### config.mk
export PLATFORM = sky130hd
export DESIGN_NAME = odyssey_spot_video
export DESIGN_NICKNAME = d
export VERILOG_FILES = /design/src/rtl/odyssey_spot_video.sv
export SDC_FILE = /design/constraint.sdc
export NUM_CORES = 1
export LEC_CHECK = 0
export BUFFER_PORTS_ARGS = -buffer_cell sky130_fd_sc_hd__buf_2
export CORE_MARGIN = 3
export CORE_UTILIZATION = 52
export CTS_CLUSTER_SIZE = 16
export DETAILED_ROUTE_END_ITERATION = 8
export PLACE_DENSITY_LB_ADDON = 0.1
export SLEW_MARGIN = 20
export SYNTH_ARGS = -nofsm -noshare
export SYNTH_HDL_FRONTEND = slang
export SYNTH_SLANG_ARGS = --single-unit
### constraint.sdc
create_clock -name clk -period 3.3 [get_ports clk]
set_input_delay 0.66 -clock clk [delete_from_list [all_inputs] [get_ports clk]]
set_output_delay 0.66 -clock clk [all_outputs]
set_load 0.05 [all_outputs]
### src/rtl/odyssey_spot_video.sv
// Odyssey video timing generator and rectangular spot renderer.
// All outputs are registered together on ce_pix so sync, de, luma and counts stay aligned.
module odyssey_spot_video #(
    parameter int H_ACTIVE  = 256,
    parameter int H_FP      = 16,
    parameter int H_SYNC    = 24,
    parameter int H_BP      = 24,
    parameter int V_ACTIVE  = 240,
    parameter int V_FP      = 4,
    parameter int V_SYNC    = 3,
    parameter int V_BP      = 15,
    parameter int NUM_SPOTS = 4,
    parameter int SPOT_W    = 8,
    parameter int SPOT_H    = 8
) (
    input  logic                   clk,
    input  logic                   reset_n,
    input  logic                   ce_pix,
    input  logic [8*NUM_SPOTS-1:0] pos_x,
    input  logic [8*NUM_SPOTS-1:0] pos_y,
    input  logic [NUM_SPOTS-1:0]   spot_en,
    input  logic [8*NUM_SPOTS-1:0] spot_luma,
    input  logic [7:0]             bg_luma,
    output logic                   hsync,
    output logic                   vsync,
    output logic                   de,
    output logic [7:0]             video,
    output logic                   frame_start,
    output logic [8:0]             hcount,
    output logic [8:0]             vcount
);

    localparam int H_TOTAL = H_ACTIVE + H_FP + H_SYNC + H_BP;
    localparam int V_TOTAL = V_ACTIVE + V_FP + V_SYNC + V_BP;

    localparam logic [8:0] H_LAST   = 9'(H_TOTAL - 1);
    localparam logic [8:0] V_LAST   = 9'(V_TOTAL - 1);
    localparam logic [8:0] H_ACT    = 9'(H_ACTIVE);
    localparam logic [8:0] V_ACT    = 9'(V_ACTIVE);
    localparam logic [8:0] HS_BEGIN = 9'(H_ACTIVE + H_FP);
    localparam logic [8:0] HS_END   = 9'(H_ACTIVE + H_FP + H_SYNC);
    localparam logic [8:0] VS_BEGIN = 9'(V_ACTIVE + V_FP);
    localparam logic [8:0] VS_END   = 9'(V_ACTIVE + V_FP + V_SYNC);
    localparam logic [9:0] SPOT_W10 = 10'(SPOT_W);
    localparam logic [9:0] SPOT_H10 = 10'(SPOT_H);

    logic [8:0] h;
    logic [8:0] v;

    logic [8*NUM_SPOTS-1:0] shadow_x;
    logic [8*NUM_SPOTS-1:0] shadow_y;
    logic [8*NUM_SPOTS-1:0] shadow_luma;
    logic [NUM_SPOTS-1:0]   shadow_en;

    logic                 de_n;
    logic                 hs_n;
    logic                 vs_n;
    logic [NUM_SPOTS-1:0] hit;
    logic                 any_hit;
    logic [7:0]           hit_luma;
    logic [7:0]           video_n;

    assign de_n = (h < H_ACT) && (v < V_ACT);
    assign hs_n = (h >= HS_BEGIN) && (h < HS_END);
    assign vs_n = (v >= VS_BEGIN) && (v < VS_END);

    // 10-bit differences: a position left of / above the spot goes hugely positive, so no wrap-around hits.
    always_comb begin
        hit = '0;
        for (int i = 0; i < NUM_SPOTS; i++) begin
            hit[i] = shadow_en[i]
                  && (({1'b0, h} - {2'b00, shadow_x[8*i +: 8]}) < SPOT_W10)
                  && (({1'b0, v} - {2'b00, shadow_y[8*i +: 8]}) < SPOT_H10);
        end
    end

    always_comb begin
        any_hit  = 1'b0;
        hit_luma = 8'h00;
        for (int i = NUM_SPOTS - 1; i >= 0; i--) begin
            if (hit[i]) begin
                any_hit  = 1'b1;
                hit_luma = shadow_luma[8*i +: 8];
            end
        end
    end

    assign video_n = de_n ? (any_hit ? hit_luma : bg_luma) : 8'h00;

    always_ff @(posedge clk or negedge reset_n) begin
        if (!reset_n) begin
            h           <= '0;
            v           <= '0;
            hsync       <= 1'b0;
            vsync       <= 1'b0;
            de          <= 1'b0;
            video       <= 8'h00;
            frame_start <= 1'b0;
            hcount      <= '0;
            vcount      <= '0;
        end else begin
            frame_start <= 1'b0;
            if (ce_pix) begin
                hsync       <= hs_n;
                vsync       <= vs_n;
                de          <= de_n;
                video       <= video_n;
                hcount      <= h;
                vcount      <= v;
                frame_start <= (h == 9'd0) && (v == 9'd0);
                if (h == H_LAST) begin
                    h <= '0;
                    v <= (v == V_LAST) ? 9'd0 : v + 9'd1;
                end else begin
                    h <= h + 9'd1;
                end
            end
        end
    end

    // Spot inputs are captured once per frame, on the first vblank pixel, so mid-frame writes cannot tear.
    always_ff @(posedge clk or negedge reset_n) begin
        if (!reset_n) begin
            shadow_x    <= '0;
            shadow_y    <= '0;
            shadow_luma <= '0;
            shadow_en   <= '0;
        end else if (ce_pix && (h == 9'd0) && (v == V_ACT)) begin
            shadow_x    <= pos_x;
            shadow_y    <= pos_y;
            shadow_luma <= spot_luma;
            shadow_en   <= spot_en;
        end
    end

endmodule

After elaboration in Yosys (flattened, before gate mapping)
Index checks and enable logic that the tools add are counted.
{"block": "word_totals", "elab_cells": 70, "in_bits": 111, "register_bits": 148}
{"block": "op_classes", "n_reduce_logical": 17, "addsub": 10, "n_lt_le_gt_ge": 14, "eq_ne": 3, "n_mux": 13}
{"operator": "$lt A10 B4 Y1 const B", "n": 8}
{"operator": "$sub A9 B8 Y10", "n": 8}
{"operator": "$mux W8", "n": 6}
{"operator": "$add A9 B1 Y9 const B", "n": 2}
{"operator": "$eq A9 B9 Y1 const B", "n": 2}
{"operator": "$logic_not A9 Y1", "n": 2}
{"operator": "$lt A9 B8 Y1 const B", "n": 2}
{"operator": "$lt A9 B9 Y1 const B", "n": 2}
{"operator": "$mux W9", "n": 2}
{"operator": "$logic_and A1 B1 Y1", "n": 14}
{"operator": "$eq A9 B8 Y1 const B", "n": 1}
{"operator": "$ge A9 B8 Y1 const B", "n": 1}
{"operator": "$ge A9 B9 Y1 const B", "n": 1}
{"operator": "$mux W1", "n": 5}
{"operator": "$reduce_and A2 Y1", "n": 1}

Longest topological paths before layout
Gate-level depths: netlist of run 1.
{"block": "logic_depth", "depth_word": 10, "ltp_mapped": 13, "mapped_depth_nobuf": 11}

Worst setup path after synthesis of run 1
OpenSTA, ideal clock, no wires.
{"block": "synth_timing", "path_kind": "register to register", "from": "register v[2]", "to": "register video[2]", "synth_period_minus_slack_ns": 3.223, "path_stages_with_launch": 12, "slack_ns": 0.077, "arrival_time_ns": 3.102, "cell_sequence": "dfrtp_1 ha_1 a21o_1 a31o_1 a221o_1 and3_4 a211oi_2 nor4_4 or4b_1 buf_2 o221a_1 o22a_1"}
{"block": "synth_via", "elab_chain_cells": 9, "word_cells_on_any_way": 24, "classes_between": "4 x add/sub; 5 x order compare; 10 x mux; 5 x reduce/logical"}
{"item": "start: declaration", "line_no": "48", "text": "logic [8:0] v;"}
{"item": "start signal: assignment", "line_no": "113", "text": "v <= (v == V_LAST) ? 9'd0 : v + 9'd1;"}
{"item": "$sub A9 B8 Y10", "line_no": "73", "text": "&& (({1'b0, v} - {2'b00, shadow_y[8*i +: 8]}) < SPOT_H10);"}
{"item": "$lt A10 B4 Y1", "line_no": "73"}
{"item": "$logic_and A1 B1 Y1", "line_no": "73"}
{"item": "$mux W8 or $mux W1 (tied branches) (4 in series)", "line_no": "81", "text": "if (hit[i]) begin"}
{"item": "$mux W8", "line_no": "88", "text": "assign video_n = de_n ? (any_hit ? hit_luma : bg_luma) : 8'h00;"}
{"item": "$mux W8 (*)", "line_no": "88"}
{"item": "end signal: assignment", "line_no": "107", "text": "video <= video_n;"}
{"item": "end: declaration", "line_no": "27", "text": "output logic [7:0] video,"}
Mark *: on every way between the ends. The rest lies on a longest branch, timed or not.
A chain may end at the register's enable or synchronous reset.

Final worst setup path of run 1
{"block": "layout_timing", "from": "register v[5]", "to": "register video[5]"}
The elaborated chain is that of the path after synthesis.

==> results of run 1 <==
power by group through the flow:
stage,sequential [mW],clock [mW],combinational [mW]
finish,1.99,1.90,1.25
global route,2.00,2.02,1.35
CTS,1.98,1.92,1.12
detailed placement,2.01,0,1.11
global placement,2.01,0,1.10
floorplan,2.18,0,0.495
cells by family (layout without fill, tap and decap cells):
logic type / Yosys count / after routing / share of synthesized area, %
compound gates: 215 / 215 / 16.6
xor+xnor: 20 / 20 / 2.04
buf+inv: 111 / 316 / 5.00
simple gates: 264 / 264 / 15.0
fa+ha+maj: 61 / 61 / 8.89
flops: 148 / 148 / 43.1
mux: 72 / 72 / 9.31
stage by stage:
| stage | setup WS, ns | area [sq um] | hold WS (ns) | TNS [ns] |
|---|---|---|---|---|
| 5_1_grt | -0.0663 | 10800 | 0.208 | -0.270 |
| 4_1_cts | 0.0149 | 10600 | 0.195 | 0 |
| 3_3_place_gp | 0.0394 | 9950 | 0.476 | 0 |
| 2_1_floorplan | 0.0773 | 8590 | 0.364 | 0 |
| 3_5_place_dp | -0.0843 | 9950 | 0.468 | -0.408 |
| 6_report | 0.0653 | 10800 | 0.180 | 0 |
cells in the mapped netlist, types with 4 or more instances:
cell,number
sky130_fd_sc_hd__dfrtp_1,148
sky130_fd_sc_hd__nand2_1,108
sky130_fd_sc_hd__inv_1,78
sky130_fd_sc_hd__o21ai_0,69
sky130_fd_sc_hd__mux2_2,62
sky130_fd_sc_hd__ha_1,61
sky130_fd_sc_hd__nor2_1,45
sky130_fd_sc_hd__a21oi_1,29
sky130_fd_sc_hd__nand3_1,25
sky130_fd_sc_hd__clkbuf_1,24
sky130_fd_sc_hd__nor2b_1,15
sky130_fd_sc_hd__o21ai_1,15
sky130_fd_sc_hd__xnor2_1,15
sky130_fd_sc_hd__nor3_1,14
sky130_fd_sc_hd__a2111oi_0,11
sky130_fd_sc_hd__a21o_1,11
sky130_fd_sc_hd__and3_1,9
sky130_fd_sc_hd__mux2i_1,9
sky130_fd_sc_hd__a211oi_1,7
sky130_fd_sc_hd__nand2b_1,7
sky130_fd_sc_hd__a211o_1,6
sky130_fd_sc_hd__a31oi_1,6
sky130_fd_sc_hd__nand4_1,6
sky130_fd_sc_hd__o21a_1,6
sky130_fd_sc_hd__nor4_1,5
sky130_fd_sc_hd__o211ai_1,5
sky130_fd_sc_hd__xor2_1,5
sky130_fd_sc_hd__a2bb2oi_1,4
sky130_fd_sc_hd__buf_1,4
sky130_fd_sc_hd__buf_2,4
sky130_fd_sc_hd__o221a_1,4
sky130_fd_sc_hd__o221ai_1,4
sky130_fd_sc_hd__o22a_1,4
sky130_fd_sc_hd__or3_1,4
sequential cells by signal, summed over array words and instances (netlist names):
register,count
v,9
video,8
hsync,1
frame_start,1
vsync,1
h,9
shadow_en,4
shadow_y,32
shadow_x,32
hcount,9
de,1
shadow_luma,32
vcount,9
worst min-delay path by stage:
| stage | cells after the start | slack [ns] | end |
|---|---|---|---|
| floorplan | 0 | 0.36 | de |
| global placement | 1 | 0.48 | hsync |
| detailed placement | 1 | 0.47 | hsync |
| CTS | 1 | 0.19 | shadow_x[19] |
| global route | 1 | 0.21 | shadow_x[19] |
| finish | 1 | 0.18 | shadow_x[19] |
timing repair:
action                                  CTS  global route
pin swaps                                 0            18
resized for setup                         9            44
endpoints found under the setup margin    8             8
setup buffers                             0             6
layout make-up:
| type | count | share of cell area [%] |
|---|---|---|
| inverters | 78 | 2.71 |
| repair buffers | 207 | 11.6 |
| multi-input cells | 632 | 43.6 |
| clock inverters | 8 | 0.950 |
| clock buffers | 23 | 4.33 |
| well taps | 216 | 2.50 |
| flip-flops and latches | 148 | 34.3 |
metal layers:
| layer | up-vias | part of all wire, % | track usage, % |
|---|---|---|---|
| met5 | - | 0 | 0 |
| met4 | 0 | 2.2 | 7.18 |
| met3 | 39 | 6.2 | 6.30 |
| met2 | 216 | 46 | 38.7 |
| met1 | 3432 | 45 | 33.9 |
| li1 | 3569 | - | - |
==> results.md, run 1 <==
* Outcome: finished clean
* Crit Path Class: flop to flop
* Delay of the slowest critical-path stage at between 0.4 and 0.5 ns
* Boundary pin count at roughly 140
* Power density relative to cell area at 475 nW/um^2
* Routed via count at about 7300
* Fraction of layout instances using a drive strength above 1 at 31.7%
* Clock slew seen by the registers of the worst setup and hold paths at 0.06 ns
* Global-route wire length before repair at between 30000 and 40000 microns
* Placed cell count at 1276
* Clock share of power at 36.9%
* Synthesized area per cell at ~9.6 sq um
* Number of flops mapped to enable cells by yosys at 0
* Switching Power at 1.57 mW
* Share of the core filled with cells at 67.5%
* Max-capacitance violation count at 0
* Setup violation total in the final timing report at 0
* Yosys warning total at 0
* Max VDD drop at 0.411 mV
* WL per Instance at 17.0 microns
* Number of standard cells after synthesis at approximately 890
* Core area at around 16000 sq um
* Switch share at 30.5%
* Average via count per standard cell at 5.53
* Number of placement rows at 46
* Time the worst path needs with I/O delays and setup at 3.23 ns
* Area growth from synthesis to layout at 25.8%
* Number of cells on the critical path at 13
* Leading area contributor after synthesis: sky130_fd_sc_hd__dfrtp_1
* Family of cells with the greatest summed delay on the critical path: compound AO/OA/AOI/OAI gates
* Number of fill cells in the layout at between 1000 and 1500
* Remaining design rule violation count at 0
* Internal power at 3.57 mW
* Final Skew at 0.00902 ns
* Final hold violation count at 0
* Commonest cells after routing, fill and taps aside: sky130_fd_sc_hd__dfrtp_1, sky130_fd_sc_hd__buf_2, sky130_fd_sc_hd__nand2_1
* Synth unique cells at 74
* Clock Sink Count at 148
* Remaining global-route overflow at 0
* Part of the power in combinational logic at 24.3%
* Die boundary width at 135 microns
* Final std cells w/o fill at 1312
* Later-pin clock latency in the skew report at 0.42 ns
* Die height at 135 microns
* Worst R2R Path Depth at 13
* Worst-path cell with the longest stage delay: sky130_fd_sc_hd__dfrtp_1
* Buffers added on ports at 140
* Combined area of all synthesized cells at 8590 sq um
* Master cell of the clock root buffer: sky130_fd_sc_hd__clkbuf_16
* CP required at around 3.6 ns
* Global Route Usage Sum at around 25%
* Tightest Pin Transition at 0.526 ns
* Max-slew violation total from the final report at 0
* Most common library cell in the layout ignoring fill and taps: sky130_fd_sc_hd__dfrtp_1
* Crit path launch: v[5]
* Starting utilization of the core area at a little over half
* Fraction of synthesized cell area taken by the top area cell type at 43.1%
* DR iter-0 viols at about 360
* Fraction of registers with async set/reset at 100%
* Total power draw at around 5 mW
* Tightest slew margin relative to the limit at 64.0%
* Total die area at 18100 sq um
* Routed WL at 22300 microns
* Post-synthesis sequential area ratio at a little over two fifths
* Maximum number of pins on one net before global-route repair at 94
* Leading cell types by total area after synthesis: sky130_fd_sc_hd__dfrtp_1, sky130_fd_sc_hd__ha_1, sky130_fd_sc_hd__mux2_2
* Multi-input logic area at 4710 sq um
* Number of antenna repair diodes at 0
* Origin of the critical flop-to-flop path: v[5]
* Critical path fanouts, max at 8
* List of cells traversed by the critical path: ha_1, a21o_1, a21oi_2, nand2b_1, a221o_1, a2111oi_4, buf_4, nor4bb_2, buf_4, o21ba_1, buf_4, nor2_1, o22a_1
* Post-synth top flop: sky130_fd_sc_hd__dfrtp_1
* Clock tree from TritonCTS: built
* Category of the worst setup path capture point: flop
* Final-stage net count at 1256
* Reg2Reg Capture Point: video[5]
* CTS Buffer Depth at 2
* Capturing instance or port of the critical path: video[5]
* Post-route ant nets at 0
* Sequential Area at 3710 sq um
* Number of hold-repair buffers added at the cts stage at 0
* Startpoint class of the critical path: flop
* Crit path buf inv count at 3
* Reg2reg setup slack at approximately 0.065 ns
* CTS H-tree lvls at 4
* Sequential fraction of design power at between 30% and 40%
* Number of global-route vias before repair at between 7000 and 8000
* Fmax achieved at 0.309 GHz
* Share of the clock period used by the worst path at between 90 and 100%
* Leakage at 5.50 nW
* Class of the most critical hold timing path: primary input to async pin
* Net Count, Synth at 1063
* Gpl congestion at 0.895
* DR pass1 iterations at 5
* Top cell by count, worst path: sky130_fd_sc_hd__buf_4
* DP HPWL at between 15000 and 20000 microns
* Endpoint arrival time on the critical path at between 3 and 4 ns
* FF+latch count, synth at 148
* Antenna violations before repair at 0
* Total clock buffers created by CTS at 17
(Power assumes the default switching activity.)
==> run 2: changes to the inputs <==
--- a/config.mk
+++ b/config.mk
@@ -11,6 +11,7 @@
 export CTS_CLUSTER_SIZE = 16
 export DETAILED_ROUTE_END_ITERATION = 8
 export PLACE_DENSITY_LB_ADDON = 0.1
+export RECOVER_POWER = 50
 export SLEW_MARGIN = 20
 export SYNTH_ARGS = -nofsm -noshare
 export SYNTH_HDL_FRONTEND = slang
==> results.md, run 2 (synthesis results as in run 1) <==
* CP required at 3.61 ns
* Routed via count at 7280
* Leakage at 5.48 nW
* Fmax achieved at 0.310 GHz
* Startpoint class of the critical path: flop
* Average via count per standard cell at 5.55
* Tightest slew margin relative to the limit at -5.96%
* DR iter-0 viols at approximately 370
* Remaining design rule violation count at 0
* Largest registers ranked by flip-flop count: shadow_luma x32, shadow_x x32, shadow_y x32
* Die height at 135 microns
* Buffers added on ports at 140
* Setup violation total in the final timing report at 0
* Crit path launch: v[5]
* Final-stage net count at roughly 1300
* Maximum number of pins on one net before global-route repair at 94
* Post-route ant nets at 0
* Most common library cell in the layout ignoring fill and taps: sky130_fd_sc_hd__dfrtp_1
* Number of placement rows at 46
* Worst R2R Path Depth at 13
* CTS H-tree lvls at 4
* DP HPWL at 16500 microns
* Time the worst path needs with I/O delays and setup at 3.23 ns
* Gpl congestion at 0.895
* Setup WS pre-CTS at -0.0843 ns
* Origin of the critical flop-to-flop path: v[5]
* Crit Path Class: flop to flop
* Placed cell areas at 9950 sq um
* Power density relative to cell area at about 480 nW/um^2
* Master cell of the clock root buffer: sky130_fd_sc_hd__clkbuf_16
* Final worst slack at 0.0711 ns
* Routed WL at 22300 microns
* Global-route wire length before repair at 35400 microns
* Max-slew violation total from the final report at 35
* Commonest cells after routing, fill and taps aside: sky130_fd_sc_hd__dfrtp_1, sky130_fd_sc_hd__buf_2, sky130_fd_sc_hd__nand2_1
* Antenna violations before repair at 0
* Remaining global-route overflow at 0
* Number of antenna repair diodes at 0
* Reg2reg setup slack at 0.07 ns
* DR pass1 iterations at 6
* CTS Buffer Depth at 2
* Tightest Pin Transition at 1.59 ns
* WL per Instance at 17.0 microns
* Max VDD drop at 0.410 mV
* Outcome: finished with violations
* Final standard cell area without fillers at 10800 sq um
* Clock slew seen by the registers of the worst setup and hold paths at approximately 0.060 ns
* Clock tree from TritonCTS: built
* Clock Sink Count at 148
* Critical path fanouts, max at 8
* Area growth from synthesis to layout at 25.4%
* Violations in the final reports: max-capacitance violations, max-slew violations
* Number of global-route vias before repair at between 7000 and 8000
* Later-pin clock latency in the skew report at 0.43 ns
* Total clock buffers created by CTS at 17
* Class of the most critical hold timing path: primary input to flop
* Starting utilization of the core area at a little over half
* Endpoint arrival time on the critical path at 3.54 ns
* Number of hold-repair buffers added at the cts stage at 0
* Total die area at 18100 sq um
* Share of the clock period used by the worst path at 97.8%
* Final hold violation count at 0
* Category of the worst setup path capture point: flop
* Boundary pin count at about 140
* Capturing instance or port of the critical path: video[5]
* Max-capacitance violation count at 1
* Reg2Reg Capture Point: video[5]
* Global Route Usage Sum at between 20% and 30%
* Fraction of layout instances using a drive strength above 1 at a little under a third
* Die boundary width at 135 microns
* Final Skew at 0.00923 ns
* Core area at 16000 sq um
[run 2: where the power goes]
| group | leakage [nW] | internal, mW | total, mW | switching, mW |
|---|---|---|---|---|
| combinational | 3.50 | 0.515 | 1.24 | 0.727 |
| clock | 0.273 | 1.15 | 1.89 | 0.747 |
| sequential | 1.72 | 1.90 | 1.99 | 0.0899 |
| total | 5.48 | 3.56 | 5.13 | 1.56 |
[run 2: through the flow]
step / hold slack, ns / util (%) / instances / power (mW) / setup TNS [ns]
final: 0.434 / 67.3 / 1312 / 5.13 / 0
after global routing: 0.428 / 67.3 / 1312 / 5.36 / -0.270
after CTS: 0.195 / 66.0 / 1307 / 5.03 / 0
after detailed placement: 0.468 / 62.2 / 1276 / 3.12 / -0.408
after global placement: 0.476 / 62.2 / 1276 / 3.11 / 0
after floorplan: 0.364 / - / 891 / 2.68 / 0
[run 2: final cells by class]
type	count	area, sq um
tap	216	270
sequential	148	3710
clock buffer	23	468
fill	1305	5230
multi-input combinational	632	4710
clock inverter	8	103
inverter	78	293
timing repair buffer	207	1220
[run 2: worst min path at each step]
stage                    from           end  slack, ns  depth (start not counted)
floorplan             reset_n            de       0.36                          0
global placement        hsync         hsync       0.48                          1
detailed placement      hsync         hsync       0.47                          1
CTS                   reset_n  shadow_x[19]       0.19                          1
global route        pos_x[10]  shadow_x[10]       0.43                          3
finish              pos_y[11]  shadow_y[11]       0.43                          3
[run 2: worst max-delay path: stages (launching register included)]
cell and delay, ns:
sky130_fd_sc_hd__dfrtp_1 0.43, sky130_fd_sc_hd__ha_1 0.33, sky130_fd_sc_hd__a21o_1 0.20, sky130_fd_sc_hd__a21oi_2 0.17, sky130_fd_sc_hd__nand2b_1 0.07, sky130_fd_sc_hd__a221o_1 0.42, sky130_fd_sc_hd__a2111oi_4 0.31, sky130_fd_sc_hd__buf_4 0.16
sky130_fd_sc_hd__nor4bb_2 0.29, sky130_fd_sc_hd__buf_4 0.19, sky130_fd_sc_hd__o21ba_1 0.13, sky130_fd_sc_hd__buf_4 0.16, sky130_fd_sc_hd__nor2_1 0.06, sky130_fd_sc_hd__o22a_1 0.18
[run 2: per-layer routing]
metal / up-vias / part of all wire (%) / GRT usage [%]
li1: 3573 / - / -
met1: 3453 / 45 / 33.9
met2: 219 / 47 / 38.7
met3: 35 / 6.6 / 6.30
met4: 0 / 2.0 / 7.18
met5: - / 0 / 0
[run 2: what timing repair did]
item,in CTS,in global routing
pin swaps,0,18
setup endpoints to repair,8,8
resized for setup,9,44
setup buffers,0,6
